--- src/rtl/cpu_pkg.sv ---
`default_nettype none
// ============================================================================
//  Package     : cpu_pkg
//  Description : Shared opcode values, ALU add code, one-hot step encoding and
//                opcode-class helpers for the Mini SRC control unit.
//  Revision    : 1.0  initial release
// ============================================================================
package cpu_pkg;

   localparam int            OPW    = 5;
   localparam logic [OPW-1:0] ADD_OP = 5'b00011;

   localparam logic [OPW-1:0] OP_LD   = 5'b00000;
   localparam logic [OPW-1:0] OP_LDI  = 5'b00001;
   localparam logic [OPW-1:0] OP_ST   = 5'b00010;
   localparam logic [OPW-1:0] OP_ADD  = 5'b00011;
   localparam logic [OPW-1:0] OP_OR   = 5'b01010;
   localparam logic [OPW-1:0] OP_ADDI = 5'b01011;
   localparam logic [OPW-1:0] OP_ORI  = 5'b01101;
   localparam logic [OPW-1:0] OP_MUL  = 5'b01110;
   localparam logic [OPW-1:0] OP_DIV  = 5'b01111;
   localparam logic [OPW-1:0] OP_NEG  = 5'b10000;
   localparam logic [OPW-1:0] OP_NOT  = 5'b10001;
   localparam logic [OPW-1:0] OP_BR   = 5'b10010;
   localparam logic [OPW-1:0] OP_JR   = 5'b10011;
   localparam logic [OPW-1:0] OP_JAL  = 5'b10100;
   localparam logic [OPW-1:0] OP_IN   = 5'b10101;
   localparam logic [OPW-1:0] OP_OUT  = 5'b10110;
   localparam logic [OPW-1:0] OP_MFHI = 5'b10111;
   localparam logic [OPW-1:0] OP_MFLO = 5'b11000;
   localparam logic [OPW-1:0] OP_NOP  = 5'b11001;
   localparam logic [OPW-1:0] OP_HALT = 5'b11010;

   // One-hot step encoding
   typedef enum logic [8:0] {
      ST_T0   = 9'b0_0000_0001,
      ST_T1   = 9'b0_0000_0010,
      ST_T2   = 9'b0_0000_0100,
      ST_T3   = 9'b0_0000_1000,
      ST_T4   = 9'b0_0001_0000,
      ST_T5   = 9'b0_0010_0000,
      ST_T6   = 9'b0_0100_0000,
      ST_T7   = 9'b0_1000_0000,
      ST_HALT = 9'b1_0000_0000
   } state_t;

   // Instruction families sharing one execute sequence
   typedef enum logic [3:0] {
      C_ALU3, C_IMM, C_MULDIV, C_UNARY, C_LDI, C_LD, C_ST, C_BR,
      C_JR, C_JAL, C_IN, C_OUT, C_MFHI, C_MFLO, C_NOP, C_HALT
   } op_class_t;

   function automatic op_class_t classify(input logic [OPW-1:0] op);
      op_class_t c;
      c = C_NOP;
      if (op == OP_LD)                         c = C_LD;
      else if (op == OP_LDI)                   c = C_LDI;
      else if (op == OP_ST)                    c = C_ST;
      else if (op >= OP_ADD  && op <= OP_OR)   c = C_ALU3;
      else if (op >= OP_ADDI && op <= OP_ORI)  c = C_IMM;
      else if (op == OP_MUL  || op == OP_DIV)  c = C_MULDIV;
      else if (op == OP_NEG  || op == OP_NOT)  c = C_UNARY;
      else if (op == OP_BR)                    c = C_BR;
      else if (op == OP_JR)                    c = C_JR;
      else if (op == OP_JAL)                   c = C_JAL;
      else if (op == OP_IN)                    c = C_IN;
      else if (op == OP_OUT)                   c = C_OUT;
      else if (op == OP_MFHI)                  c = C_MFHI;
      else if (op == OP_MFLO)                  c = C_MFLO;
      else if (op == OP_HALT)                  c = C_HALT;
      return c;
   endfunction

   // Final execute step of each family; stop is honoured when leaving it
   function automatic state_t last_step(input op_class_t c);
      state_t s;
      case (c)
         C_ALU3, C_IMM, C_LDI:   s = ST_T5;
         C_MULDIV, C_BR:         s = ST_T6;
         C_UNARY, C_JAL:         s = ST_T4;
         C_LD, C_ST:             s = ST_T7;
         default:                s = ST_T3;
      endcase
      return s;
   endfunction

   // Execute steps that hold until memory reports completion
   function automatic logic mem_wait(input state_t s, input op_class_t c);
      return ((c == C_LD) && (s == ST_T6)) || ((c == C_ST) && (s == ST_T7));
   endfunction

   function automatic state_t next_step(input state_t s);
      state_t n;
      case (s)
         ST_T3:   n = ST_T4;
         ST_T4:   n = ST_T5;
         ST_T5:   n = ST_T6;
         ST_T6:   n = ST_T7;
         default: n = ST_T0;
      endcase
      return n;
   endfunction

endpackage
`default_nettype wire

--- src/rtl/control_unit_if.sv ---
`default_nettype none
// ============================================================================
//  Interface   : control_unit_if
//  Description : Datapath-facing bundle of the control unit: IR / CON FF /
//                memory handshake inputs and every control strobe.
//  Revision    : 1.0  initial release
// ============================================================================
interface control_unit_if;
   import cpu_pkg::*;

   logic [31:0]    ir;
   logic           con_ff;
   logic           mem_ready;
   logic           stop;

   logic           Gra, Grb, Grc, Rin, Rout, BAout;
   logic           PCout, Zlowout, Zhighout, MDRout, HIout, LOout, InPortout, Cout;
   logic           PCin, IRin, MARin, MDRin, Yin, Zin, HIin, LOin, CONin, OutPortin;
   logic           IncPC, Read, Write;
   logic [OPW-1:0] alu_op;
   logic           run;

   modport master (
      input  ir, con_ff, mem_ready, stop,
      output Gra, Grb, Grc, Rin, Rout, BAout,
      output PCout, Zlowout, Zhighout, MDRout, HIout, LOout, InPortout, Cout,
      output PCin, IRin, MARin, MDRin, Yin, Zin, HIin, LOin, CONin, OutPortin,
      output IncPC, Read, Write, alu_op, run
   );

   modport slave (
      output ir, con_ff, mem_ready, stop,
      input  Gra, Grb, Grc, Rin, Rout, BAout,
      input  PCout, Zlowout, Zhighout, MDRout, HIout, LOout, InPortout, Cout,
      input  PCin, IRin, MARin, MDRin, Yin, Zin, HIin, LOin, CONin, OutPortin,
      input  IncPC, Read, Write, alu_op, run
   );

endinterface
`default_nettype wire

--- src/rtl/control_unit.sv ---
`default_nettype none
// ============================================================================
//  Module      : control_unit
//  Description : Multi-cycle Moore sequencer for the Mini SRC datapath.
//                Fetch T0-T2, opcode-driven execute T3-T7, HALT state.
//  Revision    : 1.0  initial release
// ============================================================================
module control_unit
   import cpu_pkg::*;
(
   input  wire logic      clock,
   input  wire logic      clear,
   control_unit_if.master bus
);

   state_t         state_q;
   logic [OPW-1:0] opcode_q;
   logic           t1_hold_q;   // set while T1 is repeating, so PCin fires once

   op_class_t      w_cls;
   op_class_t      w_cls_ir;
   logic           w_active;
   logic           w_unused;

   assign w_cls    = classify(opcode_q);
   assign w_cls_ir = classify(bus.ir[31:27]);
   assign w_unused = ^bus.ir[26:0];

   // Step sequencing, opcode latch and T1 repeat tracking
   always_ff @(posedge clock) begin
      if (!clear) begin
         state_q   <= ST_T0;
         opcode_q  <= '0;
         t1_hold_q <= 1'b0;
      end else begin
         t1_hold_q <= 1'b0;
         case (state_q)
            ST_T0: state_q <= ST_T1;
            ST_T1: begin
               if (bus.mem_ready) state_q   <= ST_T2;
               else               t1_hold_q <= 1'b1;
            end
            ST_T2: begin
               opcode_q <= bus.ir[31:27];
               if (w_cls_ir == C_HALT)      state_q <= ST_HALT;
               else if (w_cls_ir == C_NOP)  state_q <= bus.stop ? ST_HALT : ST_T0;
               else                         state_q <= ST_T3;
            end
            ST_HALT: state_q <= ST_HALT;
            default: begin
               if (mem_wait(state_q, w_cls) && !bus.mem_ready)
                  state_q <= state_q;
               else if (state_q == last_step(w_cls))
                  state_q <= bus.stop ? ST_HALT : ST_T0;
               else
                  state_q <= next_step(state_q);
            end
         endcase
      end
   end

   // Strobes are silent during reset and in HALT
   assign w_active = clear && (state_q != ST_HALT);

   // Decode of current step and latched opcode into control strobes
   always_comb begin
      bus.Gra = 1'b0;  bus.Grb = 1'b0;  bus.Grc = 1'b0;
      bus.Rin = 1'b0;  bus.Rout = 1'b0; bus.BAout = 1'b0;
      bus.PCout = 1'b0; bus.Zlowout = 1'b0; bus.Zhighout = 1'b0; bus.MDRout = 1'b0;
      bus.HIout = 1'b0; bus.LOout = 1'b0;   bus.InPortout = 1'b0; bus.Cout = 1'b0;
      bus.PCin = 1'b0; bus.IRin = 1'b0; bus.MARin = 1'b0; bus.MDRin = 1'b0;
      bus.Yin = 1'b0;  bus.Zin = 1'b0;  bus.HIin = 1'b0;  bus.LOin = 1'b0;
      bus.CONin = 1'b0; bus.OutPortin = 1'b0;
      bus.IncPC = 1'b0; bus.Read = 1'b0; bus.Write = 1'b0;
      bus.alu_op = '0;
      bus.run = w_active;
      if (w_active) begin
         case (state_q)
            ST_T0: begin
               bus.PCout = 1'b1; bus.MARin = 1'b1; bus.IncPC = 1'b1;
               bus.Zin = 1'b1;   bus.alu_op = ADD_OP;
            end
            ST_T1: begin
               bus.Zlowout = 1'b1; bus.PCin = !t1_hold_q;
               bus.Read = 1'b1;    bus.MDRin = 1'b1;
            end
            ST_T2: begin
               bus.MDRout = 1'b1; bus.IRin = 1'b1;
            end
            ST_T3: begin
               case (w_cls)
                  C_ALU3, C_IMM: begin bus.Grb = 1'b1; bus.Rout = 1'b1; bus.Yin = 1'b1; end
                  C_MULDIV:      begin bus.Gra = 1'b1; bus.Rout = 1'b1; bus.Yin = 1'b1; end
                  C_UNARY: begin
                     bus.Grb = 1'b1; bus.Rout = 1'b1; bus.Zin = 1'b1; bus.alu_op = opcode_q;
                  end
                  C_LDI, C_LD, C_ST: begin bus.Grb = 1'b1; bus.BAout = 1'b1; bus.Yin = 1'b1; end
                  C_BR:   begin bus.Gra = 1'b1; bus.Rout = 1'b1; bus.CONin = 1'b1; end
                  C_JR:   begin bus.Gra = 1'b1; bus.Rout = 1'b1; bus.PCin = 1'b1; end
                  C_JAL:  begin bus.PCout = 1'b1; bus.Grb = 1'b1; bus.Rin = 1'b1; end
                  C_IN:   begin bus.InPortout = 1'b1; bus.Gra = 1'b1; bus.Rin = 1'b1; end
                  C_OUT:  begin bus.Gra = 1'b1; bus.Rout = 1'b1; bus.OutPortin = 1'b1; end
                  C_MFHI: begin bus.HIout = 1'b1; bus.Gra = 1'b1; bus.Rin = 1'b1; end
                  C_MFLO: begin bus.LOout = 1'b1; bus.Gra = 1'b1; bus.Rin = 1'b1; end
                  default: ;
               endcase
            end
            ST_T4: begin
               case (w_cls)
                  C_ALU3: begin
                     bus.Grc = 1'b1; bus.Rout = 1'b1; bus.Zin = 1'b1; bus.alu_op = opcode_q;
                  end
                  C_IMM:  begin bus.Cout = 1'b1; bus.Zin = 1'b1; bus.alu_op = opcode_q; end
                  C_MULDIV: begin
                     bus.Grb = 1'b1; bus.Rout = 1'b1; bus.Zin = 1'b1; bus.alu_op = opcode_q;
                  end
                  C_UNARY: begin bus.Zlowout = 1'b1; bus.Gra = 1'b1; bus.Rin = 1'b1; end
                  C_LDI, C_LD, C_ST: begin bus.Cout = 1'b1; bus.Zin = 1'b1; bus.alu_op = ADD_OP; end
                  C_BR:   begin bus.PCout = 1'b1; bus.Yin = 1'b1; end
                  C_JAL:  begin bus.Gra = 1'b1; bus.Rout = 1'b1; bus.PCin = 1'b1; end
                  default: ;
               endcase
            end
            ST_T5: begin
               case (w_cls)
                  C_ALU3, C_IMM, C_LDI: begin bus.Zlowout = 1'b1; bus.Gra = 1'b1; bus.Rin = 1'b1; end
                  C_MULDIV:   begin bus.Zlowout = 1'b1; bus.LOin = 1'b1; end
                  C_LD, C_ST: begin bus.Zlowout = 1'b1; bus.MARin = 1'b1; end
                  C_BR:       begin bus.Cout = 1'b1; bus.Zin = 1'b1; bus.alu_op = ADD_OP; end
                  default: ;
               endcase
            end
            ST_T6: begin
               case (w_cls)
                  C_MULDIV: begin bus.Zhighout = 1'b1; bus.HIin = 1'b1; end
                  C_LD:     begin bus.Read = 1'b1; bus.MDRin = 1'b1; end
                  C_ST:     begin bus.Gra = 1'b1; bus.Rout = 1'b1; bus.MDRin = 1'b1; end
                  C_BR:     begin bus.Zlowout = 1'b1; bus.PCin = bus.con_ff; end
                  default: ;
               endcase
            end
            ST_T7: begin
               case (w_cls)
                  C_LD:    begin bus.MDRout = 1'b1; bus.Gra = 1'b1; bus.Rin = 1'b1; end
                  C_ST:    bus.Write = 1'b1;
                  default: ;
               endcase
            end
            default: ;
         endcase
      end
   end

endmodule
`default_nettype wire
--- src/flat_wrapper.sv ---
// flat-port wrapper written by rule: the top's interface ports become plain ports
module control_unit_flat import cpu_pkg::*;
  (clock, clear, bus_ir, bus_con_ff, bus_mem_ready, bus_stop, bus_Gra, bus_Grb, bus_Grc, bus_Rin, bus_Rout, bus_BAout, bus_PCout, bus_Zlowout, bus_Zhighout, bus_MDRout, bus_HIout, bus_LOout, bus_InPortout, bus_Cout, bus_PCin, bus_IRin, bus_MARin, bus_MDRin, bus_Yin, bus_Zin, bus_HIin, bus_LOin, bus_CONin, bus_OutPortin, bus_IncPC, bus_Read, bus_Write, bus_alu_op, bus_run);
  control_unit_if bus_i ();
  input  wire logic clock;
  input  wire logic clear;
  input wire logic [$bits(bus_i.ir)-1:0] bus_ir;
  input wire logic [$bits(bus_i.con_ff)-1:0] bus_con_ff;
  input wire logic [$bits(bus_i.mem_ready)-1:0] bus_mem_ready;
  input wire logic [$bits(bus_i.stop)-1:0] bus_stop;
  output wire logic [$bits(bus_i.Gra)-1:0] bus_Gra;
  output wire logic [$bits(bus_i.Grb)-1:0] bus_Grb;
  output wire logic [$bits(bus_i.Grc)-1:0] bus_Grc;
  output wire logic [$bits(bus_i.Rin)-1:0] bus_Rin;
  output wire logic [$bits(bus_i.Rout)-1:0] bus_Rout;
  output wire logic [$bits(bus_i.BAout)-1:0] bus_BAout;
  output wire logic [$bits(bus_i.PCout)-1:0] bus_PCout;
  output wire logic [$bits(bus_i.Zlowout)-1:0] bus_Zlowout;
  output wire logic [$bits(bus_i.Zhighout)-1:0] bus_Zhighout;
  output wire logic [$bits(bus_i.MDRout)-1:0] bus_MDRout;
  output wire logic [$bits(bus_i.HIout)-1:0] bus_HIout;
  output wire logic [$bits(bus_i.LOout)-1:0] bus_LOout;
  output wire logic [$bits(bus_i.InPortout)-1:0] bus_InPortout;
  output wire logic [$bits(bus_i.Cout)-1:0] bus_Cout;
  output wire logic [$bits(bus_i.PCin)-1:0] bus_PCin;
  output wire logic [$bits(bus_i.IRin)-1:0] bus_IRin;
  output wire logic [$bits(bus_i.MARin)-1:0] bus_MARin;
  output wire logic [$bits(bus_i.MDRin)-1:0] bus_MDRin;
  output wire logic [$bits(bus_i.Yin)-1:0] bus_Yin;
  output wire logic [$bits(bus_i.Zin)-1:0] bus_Zin;
  output wire logic [$bits(bus_i.HIin)-1:0] bus_HIin;
  output wire logic [$bits(bus_i.LOin)-1:0] bus_LOin;
  output wire logic [$bits(bus_i.CONin)-1:0] bus_CONin;
  output wire logic [$bits(bus_i.OutPortin)-1:0] bus_OutPortin;
  output wire logic [$bits(bus_i.IncPC)-1:0] bus_IncPC;
  output wire logic [$bits(bus_i.Read)-1:0] bus_Read;
  output wire logic [$bits(bus_i.Write)-1:0] bus_Write;
  output wire logic [$bits(bus_i.alu_op)-1:0] bus_alu_op;
  output wire logic [$bits(bus_i.run)-1:0] bus_run;
  assign bus_i.ir = bus_ir;
  assign bus_i.con_ff = bus_con_ff;
  assign bus_i.mem_ready = bus_mem_ready;
  assign bus_i.stop = bus_stop;
  assign bus_Gra = bus_i.Gra;
  assign bus_Grb = bus_i.Grb;
  assign bus_Grc = bus_i.Grc;
  assign bus_Rin = bus_i.Rin;
  assign bus_Rout = bus_i.Rout;
  assign bus_BAout = bus_i.BAout;
  assign bus_PCout = bus_i.PCout;
  assign bus_Zlowout = bus_i.Zlowout;
  assign bus_Zhighout = bus_i.Zhighout;
  assign bus_MDRout = bus_i.MDRout;
  assign bus_HIout = bus_i.HIout;
  assign bus_LOout = bus_i.LOout;
  assign bus_InPortout = bus_i.InPortout;
  assign bus_Cout = bus_i.Cout;
  assign bus_PCin = bus_i.PCin;
  assign bus_IRin = bus_i.IRin;
  assign bus_MARin = bus_i.MARin;
  assign bus_MDRin = bus_i.MDRin;
  assign bus_Yin = bus_i.Yin;
  assign bus_Zin = bus_i.Zin;
  assign bus_HIin = bus_i.HIin;
  assign bus_LOin = bus_i.LOin;
  assign bus_CONin = bus_i.CONin;
  assign bus_OutPortin = bus_i.OutPortin;
  assign bus_IncPC = bus_i.IncPC;
  assign bus_Read = bus_i.Read;
  assign bus_Write = bus_i.Write;
  assign bus_alu_op = bus_i.alu_op;
  assign bus_run = bus_i.run;
  control_unit u_core (.clock(clock), .clear(clear), .bus(bus_i));
endmodule
--- config.mk ---
export PLATFORM = sky130hd
export DESIGN_NAME = control_unit_flat
export DESIGN_NICKNAME = d
export VERILOG_FILES = /design/src/rtl/cpu_pkg.sv /design/src/rtl/control_unit_if.sv /design/src/rtl/control_unit.sv /design/src/flat_wrapper.sv
export SDC_FILE = /design/constraint.sdc
export NUM_CORES = 1
export LEC_CHECK = 0
export BUFFER_PORTS_ARGS = -buffer_cell sky130_fd_sc_hd__buf_4
export CAP_MARGIN = 10
export CORE_ASPECT_RATIO = 0.8
export CORE_MARGIN = 2
export CORE_UTILIZATION = 30
export DETAILED_ROUTE_END_ITERATION = 10
export PLACE_DENSITY = 0.61
export SYNTH_ARGS = -nofsm -noshare
export SYNTH_HDL_FRONTEND = slang
export SYNTH_SLANG_ARGS = --single-unit
--- constraint.sdc ---
create_clock -name clock -period 4.8 [get_ports clock]
set_input_delay 1.44 -clock clock [delete_from_list [all_inputs] [get_ports clock]]
set_output_delay 1.44 -clock clock [all_outputs]
set_load 0.01 [all_outputs]
Word-level counts from Yosys, hierarchy flattened
Memory sizes are Yosys's and may differ from the RTL's.
Cells that the tools add are included.
{"block": "op_classes", "muxes": 123, "n_reduce_logical": 33, "n_eq_ne": 56, "n_lt_le_gt_ge": 8}
{"op": "4-bit 2-to-1 mux", "n": 28}
{"op": "5-bit equality test (second input constant)", "n": 20}
{"op": "9-bit 2-to-1 mux", "n": 9}
{"op": "1-bit 2-to-1 mux", "n": 65}
{"op": "9-bit one-hot mux with 4 select lines", "n": 1}
{"op": "4-bit equality test (second input constant)", "n": 8}
{"op": "8-bit one-hot mux with 4 select lines", "n": 1}
{"op": "7-bit OR reduction", "n": 3}
{"op": "5-bit by 4-bit equality test with 1-bit output (second input constant)", "n": 4}
{"op": "5-bit by 4-bit <= comparator with 1-bit output (second input constant)", "n": 4}
{"op": "5-bit one-hot mux with 4 select lines", "n": 1}
{"op": "4-bit by 3-bit equality test with 1-bit output (second input constant)", "n": 4}
{"op": "1-bit one-hot mux with 4 select lines", "n": 4}
{"op": "1-bit one-hot mux with 2 select lines", "n": 7}
{"op": "3-bit OR reduction", "n": 4}
{"op": "4-bit OR reduction", "n": 3}
{"op": "5-bit by 1-bit equality test with 1-bit output (second input constant)", "n": 2}
{"op": "5-bit by 2-bit equality test with 1-bit output (second input constant)", "n": 2}
{"op": "5-bit by 2-bit >= comparator with 1-bit output (second input constant)", "n": 2}
{"op": "5-bit by 4-bit >= comparator with 1-bit output (second input constant)", "n": 2}
{"op": "5-bit logical NOT", "n": 2}
{"op": "5-bit 2-to-1 mux", "n": 2}
{"op": "5-bit one-hot mux with 2 select lines", "n": 1}
{"op": "9-bit by 1-bit equality test with 1-bit output (second input constant)", "n": 1}
{"op": "24 further kinds", "n": 40}
{"block": "word_totals", "output_inout_bits": 33, "word_cells": 224, "n_memories": 1, "reg_bits": 15, "input_bits": 37, "romBits": 80}
{"memory": "(no name shown)", "depth": 16, "word_bits": 5, "read_ports": 1, "rd_clocked_by_memory_dff": 0, "wr": 0, "line_no": "cpu_pkg.sv:77", "text": "case (c)"}

Depth between registers and ports, before layout
Gate-level depths: netlist of run 1.
{"block": "logic_depth", "word_depth": 27, "depth_mapped": 15, "ltp_nobuf": 13}

Worst setup path after synthesis of run 1
No wires, ideal clock.
{"block": "synth_timing", "path_kind": "register -> output", "startpoint": "register u_core.opcode_q[3]", "endpoint": "output port bus_Rout", "stages_incl_launch_ff": 14, "n_path_buf": 3, "arrival_time_ns": 2.745, "required_time_ns": 3.360, "path_slack_ns": 0.615, "path_cell_list": "dfxtp_1 clkbuf_1 buf_2 nor2_1 nor2_1 o22a_1 o221ai_1 inv_1 ha_1 clkbuf_1 or3_1 a221o_1 a221oi_1 nor2_1"}
{"block": "synth_via", "elab_chain_len": 21, "word_cells_on_any_way": 54, "classes_between": "order compare: 4; eq/ne: 22; mux: 20; reduce/logical: 8"}
{"element": "start, declared", "line_no": "control_unit.sv:17", "text": "logic [OPW-1:0] opcode_q;"}
{"element": "start signal, assigned", "line_no": "control_unit.sv:44", "text": "opcode_q <= bus.ir[31:27];"}
{"element": "5-bit equality test", "line_no": "cpu_pkg.sv:70", "text": "else if (op == OP_HALT) c = C_HALT;"}
{"element": "1-bit 2-to-1 mux", "line_no": "cpu_pkg.sv:70"}
{"element": "4-bit 2-to-1 mux", "line_no": "cpu_pkg.sv:69", "text": "else if (op == OP_MFLO) c = C_MFLO;"}
{"element": "4-bit 2-to-1 mux", "line_no": "cpu_pkg.sv:68", "text": "else if (op == OP_MFHI) c = C_MFHI;"}
{"element": "4-bit 2-to-1 mux", "line_no": "cpu_pkg.sv:67", "text": "else if (op == OP_OUT) c = C_OUT;"}
{"element": "4-bit 2-to-1 mux", "line_no": "cpu_pkg.sv:66", "text": "else if (op == OP_IN) c = C_IN;"}
{"element": "4-bit 2-to-1 mux", "line_no": "cpu_pkg.sv:65", "text": "else if (op == OP_JAL) c = C_JAL;"}
{"element": "4-bit 2-to-1 mux", "line_no": "cpu_pkg.sv:64", "text": "else if (op == OP_JR) c = C_JR;"}
{"element": "(+5 left out)"}
{"element": "4-bit 2-to-1 mux", "line_no": "cpu_pkg.sv:58", "text": "else if (op == OP_ST) c = C_ST;"}
{"element": "4-bit 2-to-1 mux", "line_no": "cpu_pkg.sv:57", "text": "else if (op == OP_LDI) c = C_LDI;"}
{"element": "4-bit 2-to-1 mux (*)", "line_no": "cpu_pkg.sv:56", "text": "if (op == OP_LD) c = C_LD;"}
{"element": "4-bit equality test, or another cell as far along", "line_no": "control_unit.sv:91", "text": "case (w_cls)"}
{"element": "7-bit OR reduction (no line) / 3-bit OR reduction (equally long branches)"}
{"element": "1-bit 2-to-1 mux, on equally long branches", "line_no": "control_unit.sv:91, control_unit.sv:109"}
{"element": "1-bit one-hot mux with 3 select lines (*)", "line_no": "control_unit.sv:78", "text": "case (state_q)"}
{"element": "1-bit 2-to-1 mux (*)", "line_no": "control_unit.sv:77", "text": "if (w_active) begin"}
{"element": "end, declared", "line_no": "flat_wrapper.sv:15", "text": "output wire logic [$bits(bus_i.Rout)-1:0] bus_Rout;"}
Every way passes the cells marked *; elsewhere a longest branch is shown, timed or not.

Worst setup path in the final report of run 1
Ends and elaborated chain as after synthesis.

==> results of run 1 <==
[metal layers]
layer | routed length [um] | up-vias | track usage, %
met5 | 0 | - | 0
li1 | - | 1173 | -
met1 | 3221 | 1099 | 28.01
met4 | 25 | 0 | 2.958
met3 | 409 | 4 | 2.136
met2 | 2772 | 80 | 25.69
[power groups by stage]
stage               registers (uW)  clock network, uW  logic, uW
global route                   141                114        147
detailed placement             142                  0        133
finish                         140                104        134
global placement               142                  0        131
CTS                            139                106        133
floorplan                      133                  0       96.8
[stage by stage]
step / cell area [um^2] / util (%) / hold WS [ps]
floorplan: 2053 / - / 513.3
global placement: 2444 / 37.56 / 544.1
detailed placement: 2444 / 37.56 / 552.9
CTS: 2490 / 38.27 / 562.1
global route: 2491 / 38.29 / 575.3
finish: 2491 / 38.29 / 544.7
[final cells by class]
class                   count  area (um^2)  area share, %
clock buffers               3        41.29          1.657
clock inverters             1        5.005         0.2009
inverters                  11        41.29          1.657
multi-input cells         245         1577          63.28
flip-flops and latches     15        301.5          12.10
well taps                  84        105.1          4.219
repair buffers             56        420.4          16.88
[tightest hold or removal path, delay by kind of cell, from the launching register on]
kind / cells / cell delay (ps)
AOI/OAI and AO/OA: 1 / 60
DFF: 1 / 370
and+or+nand+nor: 1 / 70
[final timing paths]
| kind | endpoint | depth (start not counted) | slack, ps |
|---|---|---|---|
| max reg2reg | u_core.state_q[0]$_SDFFE_PN1P_ | 13 | 1740 |
| min | u_core.opcode_q[4]$_SDFFE_PN0P_ | 2 | 540 |
| max | bus_Rout | 10 | 220 |
| min reg2reg | u_core.opcode_q[4]$_SDFFE_PN0P_ | 2 | 540 |
[state kept, by name, indices dropped and copies added, names as in the netlist]
name and count:
u_core.state_q 9, u_core.opcode_q 5, u_core.t1_hold_q 1
[layout by cell type, fill, tap and decap left out, drive strengths merged, types with 6 or more instances in the layout]
cell type	instances
a21oi	20
nor4	7
inv	11
nand2b	7
o21ai	16
nand2	34
nand3	11
buf	56
nor2	32
dfxtp	15
a31oi	7
and4	6
nor3	9
and3	11
a21boi	9
[kinds of logic (layout without fill, tap and decap cells)]
| logic type | Yosys count | in the layout | share of synthesized area [%] |
|---|---|---|---|
| simple gates | 144 | 144 | 38.82 |
| compound gates | 89 | 89 | 31.93 |
| buf+inv | 37 | 71 | 8.592 |
| flops | 15 | 15 | 14.63 |
| xor+xnor | 5 | 5 | 2.133 |
| fa+ha+maj | 4 | 4 | 2.438 |
| mux | 3 | 3 | 1.463 |
[what timing repair did]
item / CTS / global route
hold endpoints to repair: 0 / 0
gates resized for setup: 0 / 1
endpoints found under the setup margin: 0 / 1
==> metrics.md, run 1 <==
| Metric | Value |
|---|---|
| Syn nets | 338 |
| Vias/cell | 5.677 |
| Ys async rst share | 0% |
| Synth Instances | 297 |
| Final Skew | 2.447 ps |
| Cell with the most instances after synthesis | nand2_1 |
| Buf+Inv Stages, Crit Path | 2 |
| Residual DRC | 0 |
| Wirelength per Cell | 15.49 um |
| Flop pwr share | 37.0% |
| Clk Latency, worst-skew pair | 250 ps |
| Worst setup margin | 223.9 ps |
| Share of the synthesized area in the top cell type | 14.63% |
| IO Port Bufs | 42 |
| TritonCTS Sinks | 15 |
| Ys Warns | 0 |
| Status | complete, no violations |
| Synthesis-stage register bit count | 15 |
| Final hold violations | 0 |
| Fillers | 709 |
| Number of H-tree levels | 1 |
| DP HPWL | 4993 um |
| Cell Int Power | 243.8 uW |
| Seq/Total Area, Yosys | 14.63% |
| CP required | 3360 ps |
| Syn Std Cell Area | 2053 um^2 |
| Ys flop type | dfxtp_1 |
| Die H | 78.00 um |
| Worst Path Max Fanout | 10 |
| Worst Hold Launch | u_core.opcode_q[4]$_SDFFE_PN0P_ |
| Maximum vdd drop | 0.1432 mV |
| Critical Path, Cell by Cell | nand2b_1 > o22a_1 > o221ai_1 > inv_1 > ha_1 > or3_1 > a221o_1 > a221oi_1 > nor2_1 > buf_4 |
| Worst Path Arrival | 3140 ps |
| Initial antenna violation count | 0 |
| Net Sw Power | 134.3 uW |
| Clock buffer depth | 2 |
| Max Transition Viols Final | 0 |
| Post-route ant nets | 0 |
| Area of the core | 6506 um^2 |
| Die X-Extent | 96.50 um |
| Initial Util | 31.56% |
| Hold-fix buffers, CTS | 0 |
| CTS buffer count | 3 |
| WS Path Type | flip-flop to output pin |
| Tightest Hold Check Type | flip-flop to flip-flop |
| First-pass GRT wire length | 10850 um |
| DRT iter0 DRCs | 179 |
| Worst path top cell family by delay | compound AO/OA/AOI/OAI gates |
| Grt ovf | 0 |
| Post-Place Cells | 411 |
| Antenna cell count | 0 |
| Leak | 0.001024 uW |
| Distinct cell type count after synthesis | 65 |
| Max cap viols | 0 |
| CTS tree | done |
| Worst R2R Start | u_core.opcode_q[3]$_SDFFE_PN0P_ |
| Post-synth top cells | nand2_1 (34), nor2_1 (31), a21oi_1 (17) |
| RSZ-0062 raised after global routing | no |
| CTS clock-pin slew for the worst setup and hold paths | 60 ps |
| Boundary Pins | 70 |
| Pwr Density | 151.8 nW/um^2 |
| Syn avg cell area | 6.913 um^2 |
| Worst-Margin Slew | 786.5 ps |
| Synth area leader | dfxtp_1 |
| Fin Setup TNS | 0 ps |
| Max_slew headroom | 47.56% |
| DR vias | 2356 |
| Slowest stage cell, crit path | or3_1 |
| Layout Area Growth over Synthesis | 21.33% |
| Total power | 378.1 uW |
| Number of synthesized flops with an enable pin | 0 |
| Die area | 7526 um^2 |
| Combinational share of power | 35.4% |
| CP startpoint | u_core.opcode_q[3]$_SDFFE_PN0P_ |
| Final setup violation count | 0 |
| CP endpoint kind | output pin |
| Share of cells above drive strength 1 | 23.56% |
| Min Tclk post-route | 4576 ps |
| Routability congestion estimate | 0.8279 |
| Switching share of total power | 35.52% |
| Clock Power Share | 27.6% |
| Row cnt | 26 |
| Drt pass-1 iters | 4 |
| Number of global-route vias before repair | 2151 |
| Clk root buf | clkbuf_8 |
| Final-stage net count | 373 |
| Routed WL | 6428 um |
| Pre-CTS setup slack | 442.9 ps |
| Delay of the slowest critical-path stage | 470 ps |
| Non-filler instance count after layout | 415 |
| Largest cells by area after synthesis | dfxtp_1 (15%), nand2_1 (6.2%), nor2_1 (5.7%) |
| Post-CTS setup buffers | 0 |
| Max Fclk | 218.5 MHz |
| Total GRT Usage | 17.76% |
| Largest net degree at the start of global routing | 20 |
| Period utilization | 95.34% |
| Worst Setup Start Kind | flip-flop |
Note: power is estimated with default switching activity, not from simulation.
==> run 2, diff against run 1 <==
--- a/config.mk
+++ b/config.mk
@@ -11,6 +11,7 @@
 export CORE_MARGIN = 2
 export CORE_UTILIZATION = 30
 export DETAILED_ROUTE_END_ITERATION = 10
+export MAX_ROUTING_LAYER = met4
 export PLACE_DENSITY = 0.61
 export SYNTH_ARGS = -nofsm -noshare
 export SYNTH_HDL_FRONTEND = slang
==> metrics.md, run 2 (synthesis results as in run 1) <==
| Metric | Value |
|---|---|
| Status | complete, no violations |
| TritonCTS Sinks | 15 (unchanged) |
| Max cap viols | 0 (unchanged) |
| Die H | 78.00 um (unchanged) |
| DR vias | 2383 (+1.1%) |
| IO Port Bufs | 42 (unchanged) |
| Drt pass-1 iters | 5 (+1) |
| Initial antenna violation count | 0 (unchanged) |
| Die area | 7526 um^2 (unchanged) |
| Grt ovf | 0 (unchanged) |
| DP HPWL | 4993 um (unchanged) |
| Max Transition Viols Final | 0 (unchanged) |
| Worst Setup Start Kind | flip-flop |
| Area of the core | 6506 um^2 (unchanged) |
| Wirelength per Cell | 15.53 um (+0.30%) |
| Clock buffer depth | 2 (unchanged) |
| Clk root buf | clkbuf_8 |
| Commonest non-fill, non-tap cells in the layout | buf_4 (56), nand2_1 (34), nor2_1 (31) |
| Worst R2R Start | u_core.opcode_q[3]$_SDFFE_PN0P_ |
| Leak | 0.001024 uW (unchanged) |
| Row cnt | 26 (unchanged) |
| Min Tclk post-route | 4602 ps (+25.99 ps) |
| WS Path Type | flip-flop to output pin |
| Biggest regs | u_core.state_q (9), u_core.opcode_q (5), u_core.t1_hold_q (1) |
| Worst Path Arrival | 3160 ps (+20 ps) |
| Clk Latency, worst-skew pair | 250 ps (about the same) |
| Final hold violations | 0 (unchanged) |
| Min-Delay Path Depth | 2 (unchanged) |
| FF-to-FF End | u_core.state_q[0]$_SDFFE_PN1P_ |
| Routed WL | 6447 um (+0.30%) |
| Post-CTS setup buffers | 0 (unchanged) |
| Worst Hold Launch | u_core.opcode_q[4]$_SDFFE_PN0P_ |
| Initial Util | 31.56% (unchanged) |
| Share of cells above drive strength 1 | 23.56% (unchanged) |
| Pwr Density | 151.6 nW/um^2 (about the same) |
| Placed cell areas | 2444 um^2 (unchanged) |
| Largest Register | u_core.state_q |
| Slowest stage cell, crit path | or3_1 |
| Delay of the slowest critical-path stage | 470 ps (about the same) |
| Layout Area Growth over Synthesis | 21.33% (unchanged) |
| DRT iter0 DRCs | 191 (+6.7%) |
| Residual DRC | 0 (unchanged) |
| CTS tree | done |
| Post-route cell area | 2491 um^2 (unchanged) |
| Tightest Hold Check Type | flip-flop to flip-flop |
| Final setup violation count | 0 (unchanged) |
| Fillers | 709 (unchanged) |
| Final-stage net count | 373 (unchanged) |
| CTS buffer count | 3 (unchanged) |
| CTS clock-pin slew for the worst setup and hold paths | 60 ps (about the same) |
| Routability congestion estimate | 0.8405 (+1.5%) |
| Antenna cell count | 0 (unchanged) |
| Max Fclk | 217.3 MHz (-0.56%) |
| Worst Path Max Fanout | 10 (unchanged) |
| R2r worst-path depth | 13 (unchanged) |
| CP required | 3360 ps (about the same) |
| Number of H-tree levels | 1 (unchanged) |
| Max_slew headroom | 47.76% (+0.20 points) |
| Fin Setup TNS | 0 ps (unchanged) |
| Hold worst-path end | u_core.opcode_q[4]$_SDFFE_PN0P_ |
| Number of global-route vias before repair | 2137 (-0.65%) |
| Worst-Margin Slew | 783.5 ps (-3.025 ps) |
| CP endpoint kind | output pin |
| Non-filler instance count after layout | 415 (unchanged) |
| R2r setup slk | 1740 ps (about the same) |
| Total GRT Usage | 18.22% (+0.46 points) |
| Post-route ant nets | 0 (unchanged) |
| Die X-Extent | 96.50 um (unchanged) |
| Post-layout util | 38.29% (unchanged) |
| Commonest non-fill, non-tap cell in the layout | buf_4 |
| Period utilization | 95.88% (+0.54 points) |
| Vias/cell | 5.742 (+1.1%) |
| Max reg flops | 9 (unchanged) |
| First-pass GRT wire length | 10850 um (about the same) |
| Post-Place Cells | 411 (unchanged) |
| RSZ-0062 raised after global routing | no |
| Final Skew | 1.904 ps (-0.5432 ps) |
| Maximum vdd drop | 0.1435 mV (+0.24%) |
| Largest net degree at the start of global routing | 20 (unchanged) |
| Boundary Pins | 70 (unchanged) |
| Critical Path, Cell by Cell | nand2b_1 > o22a_1 > o221ai_1 > inv_1 > ha_1 > or3_1 > a221o_1 > a221oi_1 > nor2_1 > buf_4 |
[run 2: what timing repair did]
action,4_1_cts,5_1_grt
endpoints found under the setup margin,0,1
resized for setup,0,1
hold buffers,0,0
[run 2: layer usage]
metal / routed length [um] / global-route usage [%] / vias to the layer above
met1: 3246 / 28.19 / 1108
met5: 0 / - / -
met3: 437 / 1.845 / 4
met2: 2727 / 25.62 / 100
li1: - / - / 1171
met4: 36 / 2.958 / 0
[run 2: critical path: cells and delay by family, from the launching register on]
family	cells	cell delay [ps]
AOI/OAI and AO/OA	4	1200
adders and majority gates	1	220
buffers and inverters	2	280
DFF	1	420
and+or+nand+nor	3	780
[run 2: power breakdown]
part	total, uW	leakage (uW)	switching (uW)	internal (uW)
sequential	140	0.000122	10.9	129
clock	104	0.0000255	46.0	57.5
combinational	134	0.000876	77.1	57.3
[run 2: worst max path at each step]
stage                                                from  endpoint  slack (ps)  depth (start not counted)
final                     u_core.opcode_q[3]$_SDFFE_PN0P_  bus_Rout         200                         10
after global routing      u_core.opcode_q[3]$_SDFFE_PN0P_  bus_Rout          30                         10
after CTS                 u_core.opcode_q[4]$_SDFFE_PN0P_  bus_Rout         150                         10
after detailed placement  u_core.opcode_q[4]$_SDFFE_PN0P_  bus_Rout         440                         10
after global placement    u_core.opcode_q[4]$_SDFFE_PN0P_  bus_Rout         500                         10
after floorplan           u_core.opcode_q[3]$_SDFFE_PN0P_  bus_Rout         610                         13
[run 2: final cells by class]
type / instances / area, um^2 / area share, %
well taps: 84 / 105.1 / 4.219
repair buffers: 56 / 420.4 / 16.88
flip-flops and latches: 15 / 301.5 / 12.10
multi-input cells: 245 / 1577 / 63.28
inverters: 11 / 41.29 / 1.657
clock inverters: 1 / 5.005 / 0.2009
clock buffers: 3 / 41.29 / 1.657
[run 2: through the flow]
| stage | total power [uW] | hold slack [ps] | worst slack [ps] |
|---|---|---|---|
| 4_1_cts | 378.8 | 562.1 | 152.7 |
| 3_3_place_gp | 272.5 | 544.1 | 497.7 |
| 6_report | 377.8 | 545.7 | 197.9 |
| 3_5_place_dp | 274.5 | 552.9 | 442.9 |
| 2_1_floorplan | 229.8 | 513.3 | 614.6 |
| 5_1_grt | 401.9 | 575.3 | 31.29 |
